`src/rtl/maxnet_iterator.sv`:
```
`default_nettype none
// +----------------------------------------------------------------------------+
// | Module      : maxnet_iterator                                              |
// | Description : Iterative winner-take-all engine. Loads four sign-magnitude  |
// |               activations, applies lateral inhibition with ReLU clamping   |
// |               (Jacobi update, one shared subtract path, 6 cycles/iter)     |
// |               until one or zero activations remain non-zero.               |
// | Option      : MAXNET_ITER_LIMIT_EN - enables the MAX_ITER timeout check.   |
// | Revision    : 1.0 - initial release                                        |
// +----------------------------------------------------------------------------+
module maxnet_iterator #(
   parameter int EPS_SHIFT = 2,
   parameter int MAX_ITER  = 255,
   parameter int ITER_W    = 8
) (
   input  logic              clk,
   input  logic              rst_n,
   input  logic              start,
   input  logic [31:0]       X1,
   input  logic [31:0]       X2,
   input  logic [31:0]       X3,
   input  logic [31:0]       X4,
   output logic [31:0]       A1,
   output logic [31:0]       A2,
   output logic [31:0]       A3,
   output logic [31:0]       A4,
   output logic              busy,
   output logic              iter_valid,
   output logic              done,
   output logic [1:0]        status,
   output logic [ITER_W-1:0] iter_count
);

   typedef enum logic [1:0] {
      IDLE  = 2'd0,
      SUM   = 2'd1,
      UPD   = 2'd2,
      CHECK = 2'd3
   } state_t;

   state_t            state;
   state_t            state_nx;
   logic [31:0]       act [4];
   logic [32:0]       sum_r;
   logic [1:0]        idx;

   logic [32:0]       cur;
   logic [32:0]       resid;
   logic [32:0]       inh;
   logic [31:0]       upd_val;
   logic [2:0]        n_nz;
   logic [ITER_W-1:0] iter_inc;
   logic              limit_hit;
   logic              finish;
   logic [1:0]        fin_code;

   assign A1 = act[0];
   assign A2 = act[1];
   assign A3 = act[2];
   assign A4 = act[3];

   // Shared inhibition path: update value for the activation selected by idx.
   always_comb begin
      cur   = {1'b0, act[idx]};
      resid = sum_r - cur;
      inh   = resid >> EPS_SHIFT;
      // A tiny residual would shift to zero and stall convergence; force 1.
      if (resid != '0 && inh == '0) begin
         inh = 33'd1;
      end
      upd_val = (cur > inh) ? (act[idx] - inh[31:0]) : '0;
   end

   // Completion decision evaluated during CHECK.
   always_comb begin
      n_nz = '0;
      for (int i = 0; i < 4; i++) begin
         n_nz = n_nz + 3'(act[i] != '0);
      end
      iter_inc = (iter_count == '1) ? iter_count : iter_count + ITER_W'(1);
`ifdef MAXNET_ITER_LIMIT_EN
      limit_hit = (iter_inc == ITER_W'(MAX_ITER));
`else
      // Limit disabled: comparator tied off, run ends only on 0 or 1 survivors.
      limit_hit = 1'b0 && (iter_inc == ITER_W'(MAX_ITER));
`endif
      finish   = 1'b0;
      fin_code = 2'b00;
      if (n_nz == 3'd1) begin
         finish   = 1'b1;
         fin_code = 2'b00;
      end else if (n_nz == 3'd0) begin
         finish   = 1'b1;
         fin_code = 2'b01;
      end else if (limit_hit) begin
         finish   = 1'b1;
         fin_code = 2'b10;
      end
   end

   // State register.
   always_ff @(posedge clk or negedge rst_n) begin
      if (!rst_n) begin
         state <= IDLE;
      end else begin
         state <= state_nx;
      end
   end

   // Next-state logic and state-decoded outputs.
   always_comb begin
      state_nx   = state;
      busy       = (state != IDLE);
      iter_valid = (state == CHECK);
      unique case (state)
         IDLE:  if (start) state_nx = SUM;
         SUM:   state_nx = UPD;
         UPD:   if (idx == 2'd3) state_nx = CHECK;
         CHECK: state_nx = finish ? IDLE : SUM;
      endcase
   end

   // Datapath registers: load, sum, per-index update, iteration bookkeeping.
   always_ff @(posedge clk or negedge rst_n) begin
      if (!rst_n) begin
         for (int i = 0; i < 4; i++) begin
            act[i] <= '0;
         end
         sum_r      <= '0;
         idx        <= '0;
         status     <= 2'b00;
         iter_count <= '0;
         done       <= 1'b0;
      end else begin
         done <= 1'b0;
         unique case (state)
            IDLE: begin
               if (start) begin
                  // Negative inputs are clamped to zero on load.
                  act[0]     <= X1[31] ? '0 : {1'b0, X1[30:0]};
                  act[1]     <= X2[31] ? '0 : {1'b0, X2[30:0]};
                  act[2]     <= X3[31] ? '0 : {1'b0, X3[30:0]};
                  act[3]     <= X4[31] ? '0 : {1'b0, X4[30:0]};
                  iter_count <= '0;
                  status     <= 2'b00;
               end
            end
            SUM: begin
               sum_r <= {1'b0, act[0]} + {1'b0, act[1]} + {1'b0, act[2]} + {1'b0, act[3]};
               idx   <= 2'd0;
            end
            UPD: begin
               act[idx] <= upd_val;
               idx      <= idx + 2'd1;
            end
            CHECK: begin
               iter_count <= iter_inc;
               if (finish) begin
                  status <= fin_code;
               end
               done <= finish;
            end
         endcase
      end
   end

endmodule
`default_nettype wire

```
`config.mk`:
```
export PLATFORM = sky130hd
export DESIGN_NAME = maxnet_iterator
export DESIGN_NICKNAME = d
export VERILOG_FILES = /design/src/rtl/maxnet_iterator.sv
export SDC_FILE = /design/constraint.sdc
export NUM_CORES = 1
export LEC_CHECK = 0
export BUFFER_PORTS_ARGS = -buffer_cell sky130_fd_sc_hd__buf_4
export CORE_ASPECT_RATIO = 2
export CORE_MARGIN = 5
export CORE_UTILIZATION = 25
export DETAILED_ROUTE_END_ITERATION = 16
export GPL_ROUTABILITY_DRIVEN = 1
export PLACE_DENSITY = 0.46
export SLEW_MARGIN = 0
export SYNTH_ARGS = -nofsm -noshare
export SYNTH_HDL_FRONTEND = slang
export SYNTH_SLANG_ARGS = --single-unit
```
`constraint.sdc`:
```
create_clock -name clk -period 7.2 [get_ports clk]
set_input_delay 0.36 -clock clk [delete_from_list [all_inputs] [get_ports clk]]
set_output_delay 0.36 -clock clk [all_outputs]
set_load 0.02 [all_outputs]
```
==> report_table.html <==
<table>
<tr><th>Metric</th><th>Value</th></tr>
<tr><th colspan="2">Run status</th></tr>
<tr><td>Outcome</td><td>completed</td></tr>
<tr><th colspan="2">Timing</th></tr>
<tr><td>Clock period minus final worst setup slack</td><td>6.87 ns</td></tr>
<tr><td>Skew final</td><td>0.0170 ns</td></tr>
<tr><td>Final hold violations</td><td>0</td></tr>
<tr><td>Unrepaired setup endpoints after global routing</td><td>no</td></tr>
<tr><td>Post-route clock period utilization</td><td>0.954</td></tr>
<tr><td>Max-slew headroom at the worst pin</td><td>0.284</td></tr>
<tr><td>Final number of setup-violating endpoints</td><td>0</td></tr>
<tr><td>Max-slew violation count</td><td>0</td></tr>
<tr><td>Slew at the pin closest to its max-slew limit</td><td>between 1 and 1.5 ns</td></tr>
<tr><td>Max frequency</td><td>0.146 GHz</td></tr>
<tr><td>Setup total negative slack</td><td>0 ns</td></tr>
<tr><th colspan="2">Clock network</th></tr>
<tr><td>Count of hold-fix buffers inserted at cts</td><td>0</td></tr>
<tr><td>Clock tree root buffer cell</td><td>sky130_fd_sc_hd__clkbuf_16</td></tr>
<tr><td>Worst-case clock buffer depth</td><td>2</td></tr>
<tr><td>Number of clock sinks</td><td>175</td></tr>
<tr><td>Clock slew at the register clock pins of the worst setup and hold paths</td><td>0.07 ns</td></tr>
<tr><td>Clock tree from TritonCTS</td><td>done</td></tr>
<tr><td>Insertion delay to the later sink of the worst-skew pair</td><td>approximately 0.46 ns</td></tr>
<tr><td>Max H-tree Level</td><td>4</td></tr>
<tr><td>TritonCTS buffer count</td><td>17</td></tr>
<tr><th colspan="2">Critical path</th></tr>
<tr><td>Delay contributed by the slowest stage of the critical path</td><td>0.57 ns</td></tr>
<tr><td>FF-to-FF End</td><td>A3[29]$_DFFE_PN0P_</td></tr>
<tr><td>Cell count of the worst reg-to-reg path</td><td>29</td></tr>
<tr><td>Largest driver fanout on the critical path</td><td>4</td></tr>
<tr><td>Critical register-to-register path startpoint</td><td>idx[0]$_DFFE_PN0P_</td></tr>
<tr><td>Worst R2R Setup Slack</td><td>0.33 ns</td></tr>
<tr><td>Nature of the critical path endpoint</td><td>flop</td></tr>
<tr><td>CP Data Required Time</td><td>7.54 ns</td></tr>
<tr><td>Crit path from</td><td>idx[0]$_DFFE_PN0P_</td></tr>
<tr><td>Most Frequent Cell on Critical Path</td><td>sky130_fd_sc_hd__buf_4</td></tr>
<tr><td>Startpoint Class</td><td>flop</td></tr>
<tr><td>Classification of the worst setup path</td><td>reg -&gt; reg</td></tr>
<tr><td>Cell at the slowest stage of the critical path</td><td>sky130_fd_sc_hd__mux4_2</td></tr>
<tr><td>Data arrival time of the critical path</td><td>7.20 ns</td></tr>
<tr><th colspan="2">Synth</th></tr>
<tr><td>Synthesized instance count</td><td>1,695</td></tr>
<tr><td>Yosys top cell area share</td><td>0.285</td></tr>
<tr><td>Combined area of all synthesized cells</td><td>~15,000 µm²</td></tr>
<tr><td>Post-synthesis net count</td><td>2,003</td></tr>
<tr><td>Yosys warning count</td><td>0</td></tr>
<tr><td>Register bit count reported by yosys</td><td>175</td></tr>
<tr><td>Fraction of synthesis flops using an asynchronous set or reset pin</td><td>1.00</td></tr>
<tr><td>Synth unique cells</td><td>81</td></tr>
<tr><td>Number of flops mapped to enable cells by yosys</td><td>0</td></tr>
<tr><td>Synth Flop Type</td><td>sky130_fd_sc_hd__dfrtp_1</td></tr>
<tr><td>Synth area leaders</td><td>sky130_fd_sc_hd__dfrtp_1 (29%), sky130_fd_sc_hd__ha_1 (9.0%), sky130_fd_sc_hd__fa_1 (8.7%)</td></tr>
<tr><td>Post-Syn Area per Cell</td><td>9.06 µm²</td></tr>
<tr><td>Sequential-to-total area share from yosys stat</td><td>0.285</td></tr>
<tr><td>Post-synth top area cell</td><td>sky130_fd_sc_hd__dfrtp_1</td></tr>
<tr><th colspan="2">Placement</th></tr>
<tr><td>Number of buffers added on ports</td><td>between 200 and 300</td></tr>
<tr><td>Detailed placer's ending HPWL</td><td>63,600 µm</td></tr>
<tr><td>Placer Congestion</td><td>0.959</td></tr>
<tr><th colspan="2">GRT</th></tr>
<tr><td>Maximum number of pins on one net before global-route repair</td><td>112</td></tr>
<tr><td>Wire length of the first global-routing pass</td><td>113,000 µm</td></tr>
<tr><td>Number of global-route vias before repair</td><td>16,475</td></tr>
<tr><td>Number of antenna violations at the first check in global routing</td><td>0</td></tr>
<tr><td>GRT Resource Usage Total</td><td>0.229</td></tr>
<tr><td>GR Overflow Total</td><td>0</td></tr>
<tr><th colspan="2">Routing</th></tr>
<tr><td>Number of nets with antenna violations after routing</td><td>0</td></tr>
<tr><td>Wire length per cell</td><td>27.5 µm</td></tr>
<tr><td>DRC marker count from the first detailed-route iteration</td><td>1,210</td></tr>
<tr><td>DRC Markers</td><td>0</td></tr>
<tr><td>Vias per cell</td><td>5.53</td></tr>
<tr><td>Iteration count of the initial detailed-routing pass</td><td>6</td></tr>
<tr><td>Overall routed net length</td><td>78,100 µm</td></tr>
<tr><td>DR vias</td><td>15,676</td></tr>
<tr><th colspan="2">Final layout</th></tr>
<tr><td>Number of diodes added for antenna fixing</td><td>0</td></tr>
<tr><td>Multi-input gate area</td><td>10,500 µm²</td></tr>
<tr><td>Post-layout nets</td><td>2,350</td></tr>
<tr><td>Fraction of final layout cells sized beyond drive strength 1</td><td>0.263</td></tr>
<tr><td>Most common library cell in the layout ignoring fill and taps</td><td>sky130_fd_sc_hd__buf_4</td></tr>
<tr><td>Fill cell instance count of the final layout</td><td>approximately 6,400</td></tr>
<tr><td>Commonest non-fill, non-tap cells in the layout</td><td>sky130_fd_sc_hd__buf_4 (396), sky130_fd_sc_hd__dfrtp_1 (174), sky130_fd_sc_hd__a21oi_1 (160)</td></tr>
<tr><td>Area used by sequential logic in the layout</td><td>roughly 4400 µm²</td></tr>
<tr><td>Area Growth Syn to Fin</td><td>30.1%</td></tr>
<tr><th colspan="2">Floorplan</th></tr>
<tr><td>Die area</td><td>66,800 µm²</td></tr>
<tr><td>Starting density of the core</td><td>0.252</td></tr>
<tr><td>Number of core rows</td><td>roughly 130</td></tr>
<tr><td>Core region area</td><td>60,900 µm²</td></tr>
<tr><td>Io pins</td><td>272</td></tr>
<tr><td>Die Ht</td><td>360 µm</td></tr>
<tr><td>Die extent in x</td><td>about 190 µm</td></tr>
<tr><th colspan="2">Job</th></tr>
<tr><td>Max-cap violation count</td><td>0</td></tr>
<tr><th colspan="2">Hold path</th></tr>
<tr><td>Worst hold-check path type</td><td>in -&gt; async</td></tr>
</table>
[critical path, delay by kind of cell, from the launching register on]
| kind | cells | cell delay [ns] |
|---|---|---|
| DFF | 1 | 0.44 |
| and+or+nand+nor | 7 | 1.57 |
| adders and majority gates | 3 | 0.87 |
| xor gates and xnor gates | 2 | 0.42 |
| AOI/OAI and AO/OA | 11 | 2.07 |
| buffers and inverters | 5 | 0.80 |
| muxes | 1 | 0.57 |
[per-layer routing]
layer  up-vias  part of all wire  global-route usage
li1       6977                 -                   -
met1      7743              0.37               0.264
met2       741              0.51               0.397
met3       215             0.053              0.0335
met4         0             0.069               0.134
met5         -                 0                   0
[stage by stage]
step / cell area, µm² / util / hold WS [ns] / cells / setup WS (ns)
final: 20000 / 0.328 / 0.00343 / 2835 / 0.334
after global routing: 20000 / 0.328 / 0.129 / 2835 / 0.0182
after CTS: 19900 / 0.326 / 0.103 / 2829 / 0.0306
after detailed placement: 19100 / 0.314 / 0.504 / 2791 / -0.694
after global placement: 19100 / 0.314 / 0.504 / 2791 / -0.659
after floorplan: 15400 / - / 0.0644 / 1695 / 0.416
[cells in the mapped netlist, drive strengths merged, types with 30 or more instances]
master	count
dfrtp	175
a21oi	161
xnor2	47
inv	93
ha	110
o22ai	90
mux4	32
nor4	37
nand2	110
nor2	152
a21o	41
nand3	30
clkbuf	63
o21ai	108
fa	67
[how the worst max path moves through the flow]
stage                                     to  depth (start not counted)
after floorplan           A2[22]$_DFFE_PN0P_                         27
after global placement    A3[31]$_DFFE_PN0P_                         28
after detailed placement  A3[31]$_DFFE_PN0P_                         27
after CTS                 A3[31]$_DFFE_PN0P_                         28
after global routing      A3[29]$_DFFE_PN0P_                         29
final                     A3[29]$_DFFE_PN0P_                         29
[final cells by class]
cell class / count / share of cell area
multi-input cells: 1351 / 0.527
flip-flops and latches: 175 / 0.219
repair buffers: 403 / 0.155
well taps: 780 / 0.0488
clock buffers: 19 / 0.0227
inverters: 94 / 0.0177
clock inverters: 13 / 0.0100
[timing repair]
action,in CTS,in global routing
cloned,1,0
pin swaps,3,9
endpoints found under the setup margin,128,119
resized for setup,9,13
buffers inserted,5,6
[registers in the layout, summed over array words and instances (netlist names)]
| register | cells |
|---|---|
| iter_count | 8 |
| A1 | 32 |
| done | 1 |
| sum_r | 33 |
| A3 | 32 |
| state | 2 |
| idx | 2 |
| status | 1 |
| A2 | 32 |
| A4 | 32 |
[cells by family after synthesis]
group	share of synthesized area
mux	0.0683
fa+ha+maj	0.177
xor+xnor	0.0411
other cells	0.000244
buf+inv	0.0431
compound gates	0.238
simple gates	0.147
flops	0.285
Power is not shown: default switching activity piles up to over one toggle a cycle in this logic, so the estimate is an artifact.
